`src/rtl/mem_pkg.sv`:
```
// Shared widths, MESI encodings and FSM state type for the two-port memory arbiter.
package mem_pkg;

    localparam int TAG_W  = 8;
    localparam int TRSC_W = 8;
    localparam int ADDR_W = 64;
    localparam int MESI_W = 8;

    localparam logic [MESI_W-1:0] MESI_I = 8'd0;
    localparam logic [MESI_W-1:0] MESI_S = 8'd1;
    localparam logic [MESI_W-1:0] MESI_E = 8'd2;
    localparam logic [MESI_W-1:0] MESI_M = 8'd3;

    typedef enum logic [1:0] {
        ST_IDLE = 2'd0,
        ST_BUSY = 2'd1,
        ST_HOLD = 2'd2
    } state_t;

endpackage

```
`src/rtl/rr_arb2.sv`:
```
// Two-way round-robin picker: on a tie the port that did not win last time is chosen.
module rr_arb2 (
    input  logic [1:0] req,
    input  logic       last,
    output logic       gnt
);

    always_comb begin
        gnt = 1'b0;
        if (req == 2'b11) begin
            gnt = ~last;
        end else if (req[1]) begin
            gnt = 1'b1;
        end
    end

endmodule

```
`src/rtl/mem_arb.sv`:
```
// Two-port upstream to single downstream memory arbiter with lock/hold support.
// Define MEM_ARB_TIMEOUT_EN to add a BUSY-cycle watchdog that forces completion.
module mem_arb
    import mem_pkg::*;
#(
    parameter int TIMEOUT = 1024
) (
    input  logic                   clk,
    input  logic                   rst,
    input  logic [1:0]             u_lock,
    input  logic [1:0][TAG_W-1:0]  u_rqst,
    input  logic [1:0][TRSC_W-1:0] u_trsc,
    input  logic [1:0][ADDR_W-1:0] u_addr,
    output logic [1:0][TAG_W-1:0]  u_resp,
    output logic [1:0][MESI_W-1:0] u_mesi,
    output logic                   d_lock,
    output logic [TAG_W-1:0]       d_rqst,
    output logic [TRSC_W-1:0]      d_trsc,
    output logic [ADDR_W-1:0]      d_addr,
    input  logic [TAG_W-1:0]       d_resp,
    input  logic [MESI_W-1:0]      d_mesi,
    output logic                   timeout
);

    if (TIMEOUT < 1) begin : g_bad_timeout
        $error("mem_arb: TIMEOUT must be at least 1");
    end

    state_t              state;
    state_t              next_state;
    logic                gnt_q;
    logic                last_q;
    logic                sel;
    logic [TAG_W-1:0]    tag_q;
    logic [TRSC_W-1:0]   trsc_q;
    logic [ADDR_W-1:0]   addr_q;
    logic [1:0]          pending;
    logic                hit;
    logic                expire;
    logic                forced;
    logic                done;
    logic                grant;
    logic                grant_port;

    // A port whose tag has already been answered is not pending until it presents a new tag.
    always_comb begin
        for (int i = 0; i < 2; i++) begin
            pending[i] = (u_rqst[i] != '0) && (u_rqst[i] != u_resp[i]);
        end
    end

    rr_arb2 u_rr (
        .req  (pending),
        .last (last_q),
        .gnt  (sel)
    );

    assign hit    = (d_resp == tag_q);
    assign done   = (state == ST_BUSY) && (hit || expire);
    assign forced = expire && !hit;

    // In HOLD only the locked owner may be re-granted.
    assign grant      = ((state == ST_IDLE) && (|pending)) ||
                        ((state == ST_HOLD) && u_lock[gnt_q] && pending[gnt_q]);
    assign grant_port = (state == ST_IDLE) ? sel : gnt_q;

    always_ff @(posedge clk) begin
        if (rst) begin
            state <= ST_IDLE;
        end else begin
            state <= next_state;
        end
    end

    always_comb begin
        next_state = state;
        case (state)
            ST_IDLE: begin
                if (|pending) begin
                    next_state = ST_BUSY;
                end
            end
            ST_BUSY: begin
                if (done) begin
                    next_state = (u_lock[gnt_q] && !forced) ? ST_HOLD : ST_IDLE;
                end
            end
            ST_HOLD: begin
                if (!u_lock[gnt_q]) begin
                    next_state = ST_IDLE;
                end else if (pending[gnt_q]) begin
                    next_state = ST_BUSY;
                end
            end
            default: next_state = ST_IDLE;
        endcase
    end

    always_comb begin
        d_lock = 1'b0;
        d_rqst = '0;
        d_trsc = '0;
        d_addr = '0;
        case (state)
            ST_BUSY: begin
                d_lock = u_lock[gnt_q];
                d_rqst = tag_q;
                d_trsc = trsc_q;
                d_addr = addr_q;
            end
            ST_HOLD: begin
                d_lock = u_lock[gnt_q];
                d_trsc = trsc_q;
                d_addr = addr_q;
            end
            default: ;
        endcase
    end

    // Grant and completion happen in different states, so they never collide here.
    always_ff @(posedge clk) begin
        if (rst) begin
            gnt_q  <= 1'b0;
            last_q <= 1'b1;
            tag_q  <= '0;
            trsc_q <= '0;
            addr_q <= '0;
            u_resp <= '0;
            u_mesi <= '0;
        end else begin
            if (grant) begin
                gnt_q  <= grant_port;
                last_q <= grant_port;
                tag_q  <= u_rqst[grant_port];
                trsc_q <= u_trsc[grant_port];
                addr_q <= u_addr[grant_port];
            end
            if (done) begin
                u_resp[gnt_q] <= tag_q;
                u_mesi[gnt_q] <= forced ? MESI_I : d_mesi;
            end
        end
    end

`ifdef MEM_ARB_TIMEOUT_EN
    localparam int CNT_W = $clog2(TIMEOUT + 1);

    logic [CNT_W-1:0] cnt;

    assign expire = (state == ST_BUSY) && (cnt == CNT_W'(TIMEOUT - 1));

    // Counter sits at zero outside BUSY, so every BUSY entry starts a fresh count.
    always_ff @(posedge clk) begin
        if (rst) begin
            cnt     <= '0;
            timeout <= 1'b0;
        end else begin
            timeout <= done && forced;
            if (state != ST_BUSY || done) begin
                cnt <= '0;
            end else begin
                cnt <= cnt + 1'b1;
            end
        end
    end
`else
    assign expire  = 1'b0;
    assign timeout = 1'b0;
`endif

endmodule

```
`config.mk`:
```
export PLATFORM = sky130hd
export DESIGN_NAME = mem_arb
export DESIGN_NICKNAME = d
export VERILOG_FILES = /design/src/rtl/mem_pkg.sv /design/src/rtl/rr_arb2.sv /design/src/rtl/mem_arb.sv
export SDC_FILE = /design/constraint.sdc
export NUM_CORES = 1
export LEC_CHECK = 0
export ABC_AREA = 1
export CORE_ASPECT_RATIO = 0.75
export CORE_MARGIN = 2
export CORE_UTILIZATION = 45
export DETAILED_ROUTE_END_ITERATION = 8
export HOLD_SLACK_MARGIN = 0.15
export PLACE_DENSITY = 0.82
export SLEW_MARGIN = 20
export SYNTH_ARGS = -nofsm -noshare
export SYNTH_HDL_FRONTEND = slang
export SYNTH_SLANG_ARGS = --single-unit
export TNS_END_PERCENT = 100
```
`constraint.sdc`:
```
create_clock -name clk -period 2 [get_ports clk]
set_input_delay 0.4 -clock clk [delete_from_list [all_inputs] [get_ports clk]]
set_output_delay 0.4 -clock clk [all_outputs]
set_load 0.005 [all_outputs]
```
* Word-level counts from Yosys, hierarchy flattened
Cells that the tools add are included.
** Operators by class
- $lt $le $gt $ge :: 3
- Multiplexer cells :: 27
- Reduce and logical (&&, ||, !) cells :: 14
- Bitwise gates (word level) :: 1
- Eq/ne operators :: 9
** Operators by type and width (count)
- 64-bit 2-to-1 mux :: 3
- 8-bit 2-to-1 mux :: 7
- 16-bit bitwise mux :: 2
- 8-bit != test :: 2
- 8-bit nonzero test :: 2
- 2-bit 2-to-1 mux :: 5
- 8-bit demux with 1-bit select :: 1
- 8-bit == test :: 1
- 1-bit 2-to-1 mux :: 8
- 1-bit logical AND :: 7
- 2-bit case mux with 3 select lines :: 1
- 2-bit == test (second input constant) :: 2
- 1-bit by 2-bit < comparator with 1-bit output (second input constant) :: 2
- 2-bit OR reduction :: 2
- 3-bit by 2-bit != test with 1-bit output (second input constant) :: 1
- 3-bit AND reduction :: 1
- 2-bit by 1-bit == test with 1-bit output (second input constant) :: 1
- 2-bit zero test :: 1
- 2-bit by 1-bit != test with 1-bit output (second input constant) :: 1
- 2-bit != test (second input constant) :: 1
- 1-bit >= comparator (second input constant) :: 1
- 1-bit logical OR :: 1
- 1-bit NOT :: 1
** Storage, ports and cells
- Flip-flop bits (word level) :: 116
- Bits of input ports :: 180
- Word-level logic and storage cells :: 64
- Output and inout port bits :: 114

* Longest topological paths before layout
- Word-level depth :: 7
- Depth in mapped cells :: 15
- Mapped depth without buffers :: 13

* Modules after synthesis
Synthesis repeated with hierarchy kept, for this count alone.
** Second synthesis, totals
- Cell total of the unflattened synthesis :: 982
- Area total of the unflattened synthesis :: 6822.8 sq um
** Modules (own cells, without submodules)
- mem_arb :: instances 1, area each 6810.3 sq um, sequential area each 2322.2 sq um, cells each 980
- rr_arb2 :: instances 1, area each 12.5 sq um, sequential area each 0.0 sq um, cells each 2

* Least setup slack after synthesis
No wires, ideal clock.
- Kind :: flip-flop to output port
- Start point :: register state[0]
- End point :: output d_addr[0]
- Data required time :: 1.600 ns
- Arrival :: 1.350 ns
- Path buffers :: 2
- Slack :: 0.250 ns
- Cell stages (with the launch flop) :: 7
- Cells stage by stage :: dfxtp_1 > inv_1 > ha_1 > clkbuf_1 > clkbuf_1 > nand2_1 > inv_1
** On the way
- Longest elaborated chain between the ends :: 3
- Elaborated cells between the ends (all ways) :: 4
- Classes of those cells :: eq/ne (2); mux (1); reduce/logical (1)
** RTL lines
- start, declared :: RTL line mem_arb.sv:29 : state_t state;
- start signal, assigned :: RTL line mem_arb.sv:71 : state <= next_state;
- 2-bit by 1-bit == test with 1-bit output or 2-bit == test (tied branches) :: RTL line mem_arb.sv:104 : case (state)
- 2-bit OR reduction (no source line) (*)
- 64-bit 2-to-1 mux (*) :: RTL line mem_arb.sv:104
- end, declared :: RTL line mem_arb.sv:19 : output logic [ADDR_W-1:0] d_addr,
Every way passes the cells marked *; elsewhere a longest branch is shown, timed or not.

* Worst setup path after layout
- Start point :: register state[0]
- End point :: output d_addr[6]
Same word-level chain as after synthesis.

==> impl_results.md <==
- Synth top area share: 31.0%
- Post-synthesis mux area share: 0.134%
- First drt pass iteration count: 8
- DIE HEIGHT: 116 µm
- Critical path type: reg -> out
- Fin. max-slew vios: 0
- Routed Antenna Nets: 0
- Die area: 0.0177 mm²
- Failing checks: setup timing
- RSZ-0062 raised after global routing: yes
- Residual DRC: 0
- Origin of the worst setup path: state[0]
- Tot GR Track Use: 31.1%
- Worst-Skew Late Latency: 0.43 ns
- Synth area leader: dfxtp_1
- # port buffers: 292
- Reg2Reg Setup Slack: 0.07 ns
- Post-synthesis cell type count: 27
- DRT Wirelength: 29400 µm
- CTS Sinks: 116
- Fin crit share: 108%
- Synth Register Bits: 116
- Worst-path maximum fanout: 4
- Hold buffers post-CTS: 0
- Post-Synth Adder-Cell Area: 0.669%
- Avg Cell Area, Syn: 6.04 µm²
- Post-Synth Simple-Gate Area: 39.9%
- CP Capture Type: primary output
- XOR/XNOR Fraction of Synth Area: 1.29%
- Vias: 9282
- RR Endpoint: addr_q[12]
- RD Place Congestion: 0.912
- Worst reg-to-reg path cell count: 13
- Min-delay worst type: reg -> reg
- Final setup violation count: 65
- Synthesized Nets: 1423
- CP Launch Type: flip-flop
- Register area share after synthesis: 31.0%
- Max Freq: 461 MHz
- Synth Area in Compound Gates: 9.76%
- WL/cell: 16.4 µm
- Largest family of logic cells by synthesized area: simple AND/OR/NAND/NOR gates
- CTS tree: built
- Routed vias/inst: 5.17
- EDFF count, synth: 0
- H-tree depth: 4
- Placed instance count: 1713
- Fin Hold WS: 0.446 ns
- Vias in the first global route: 8661
- Prevailing post-synth register cell: dfxtp_1
- Die W: 153 µm
- Placement Rows: 40
- Ys Warns: 0
- Post-synth ARST share: 0%
- Core area: 0.0162 mm²
- Clk buf depth: 2
- Multi-input gate area: 0.00427 mm²
- Final net count: 1756
- Max-cap violations: 0
- Mapped Area: 0.00749 mm²
- Share of layout cells above drive strength 1: 24.3%
- Grt ovf: 0
- Largest net degree at the start of global routing: 66
- P&R area growth vs syn: 68.2%
- CTS Buf Count: 17
- Arr. time, crit path: 1.77 ns
- Register area: 0.00233 mm²
- Synth top area cells: dfxtp_1 (31%), nand2_1 (15%), inv_1 (10%)
- Initial antenna violation count: 0
- Crit-path cells: inv_2 -> ha_4 -> buf_12 -> buf_16 -> buf_8 -> buf_6 -> nand2_2 -> inv_2 -> buf_6
- I/O Pins: 294
- Worst Setup EP: d_addr[6]
- First-pass GRT wire length: 43900 µm
- Fin. Hold Viols: 0
- Delay of the slowest cell on the worst path: 0.33 ns
- Pre-CTS setup slack: -0.391 ns
- Peak VDD IR: 0.000834 V
- Worst path slowest cell: dfxtp_2
- Clock Pin Slew Worst Setup and Hold Paths: 0.06 ns
- Finished Layout Cells: 1796
- Final worst slack: -0.168 ns
- Status: complete, but fails checks
- Post-Synthesis Cells: 1239
- Starting Density: 46.3%
- RR Startpoint: u_resp[10]
- Final min period: 2.17 ns
- Leakage: 0.00670 µW
- Initial drt markers: 720
- Clock root buffer: clkbuf_16
- Clock Skew: 0.00999 ns
- Power Density: 1540 mW/mm²
- Hpwl dp: 17300 µm
- CP required: 1.60 ns
- Layout filler cell count: 1181
==> stage by stage <==
stage / TNS, ns / utilization [%] / area (µm²) / total power, µW
floorplan: 0 / - / 7490 / 9040
finish: -4.36 / 77.9 / 12600 / 19400
global route: -8.19 / 77.9 / 12600 / 20600
detailed placement: -32.35 / 67.8 / 11000 / 12700
global placement: -29.80 / 67.8 / 11000 / 12500
CTS: -6.41 / 74.4 / 12000 / 18000
==> cells in the final DEF (no fill, tap or decap), drive strengths merged <==
cell           Yosys  layout
nand2            304     304
bufinv             0       2
conb               1       1
nor3               2       2
nand4              5       5
diode              0       1
dfxtp            116     116
nand3b            78      78
nand3             94      94
buf               60     178
a21oi            113     113
clkdlybuf4s50      0     195
clkbuf            29      27
inv              209     215
nor2             174     174
ha                 4       4
dlymetal6s2s       0       8
clkdlybuf4s15      0       3
dlygate4sd2        0       8
bufbuf             0       1
mux2i              1       1
clkinv             1       4
o21ai             33      33
or2                4       4
clkinvlp           0       4
xnor2             11      11
==> routing by layer <==
metal | track usage (%) | part of all wire, % | up-vias
met5 | 0 | 0 | -
met4 | 12.5 | 3.2 | 0
met3 | 8.75 | 9.4 | 93
met2 | 52.4 | 47 | 480
met1 | 38.0 | 40 | 4236
li1 | - | - | 4473
==> registers in the layout, summed over array words and instances (netlist names) <==
signal and flops:
u_mesi 16, tag_q 8, trsc_q 8, last_q 1
addr_q 64, gnt_q 1, state 2, u_resp 16
==> timing repair <==
item / 4_1_cts / 5_1_grt
endpoints found under the setup margin: 104 / 159
setup buffers: 30 / 7
resized for setup: 414 / 148
gates cloned: 11 / 6
pin swaps: 32 / 15
==> final cells by class <==
cell class,count,share of cell area (%)
Sequential cell,116,18.5
Tap cell,210,2.09
Clock inverter,15,1.36
Inverter,210,6.27
Antenna cell,1,0.0199
Multi-Input combinational cell,824,33.9
Clock buffer,17,3.38
Timing Repair Buffer,403,34.4
==> cells in the mapped netlist, types with 9 or more instances <==
| cell | count |
|---|---|
| nand3_1 | 84 |
| nor2_1 | 173 |
| buf_6 | 12 |
| o21ai_0 | 33 |
| a21oi_1 | 113 |
| clkbuf_1 | 29 |
| buf_2 | 32 |
| xnor2_1 | 11 |
| nand2_1 | 301 |
| inv_1 | 203 |
| buf_4 | 9 |
| nand3b_1 | 78 |
| dfxtp_1 | 116 |
| nand3_2 | 10 |
==> worst min path at each step <==
stage | startpoint | to | slack, ns | depth (start not counted)
6_report | u_mesi[10] | u_mesi[10] | 0.45 | 2
5_1_grt | u_mesi[3] | u_mesi[3] | 0.47 | 2
4_1_cts | u_mesi[8] | u_mesi[8] | 0.45 | 2
3_5_place_dp | u_mesi[8] | u_mesi[8] | 0.44 | 2
3_3_place_gp | u_mesi[10] | u_mesi[10] | 0.43 | 2
2_1_floorplan | u_mesi[1] | u_mesi[1] | 0.44 | 2
==> worst max-delay path: cells and delay by family, from the launching register on <==
kind,cells,cell delay [ns]
adders and majority gates,1,0.26
DFF,1,0.33
and+or+nand+nor,1,0.06
buffers and inverters,7,0.68
==> power by group <==
part	switching, µW	internal, µW	leakage [µW]
logic	6110	6210	0.00546
registers	751	3220	0.000960
clock network	1270	1860	0.000279
==> kinds of logic after synthesis <==
group | count (synthesis)
simple gates | 661
xor+xnor | 11
buf+inv | 299
other cells | 1
fa+ha+maj | 4
mux | 1
flops | 116
compound gates | 146
Power figures use the tool's default switching activity.
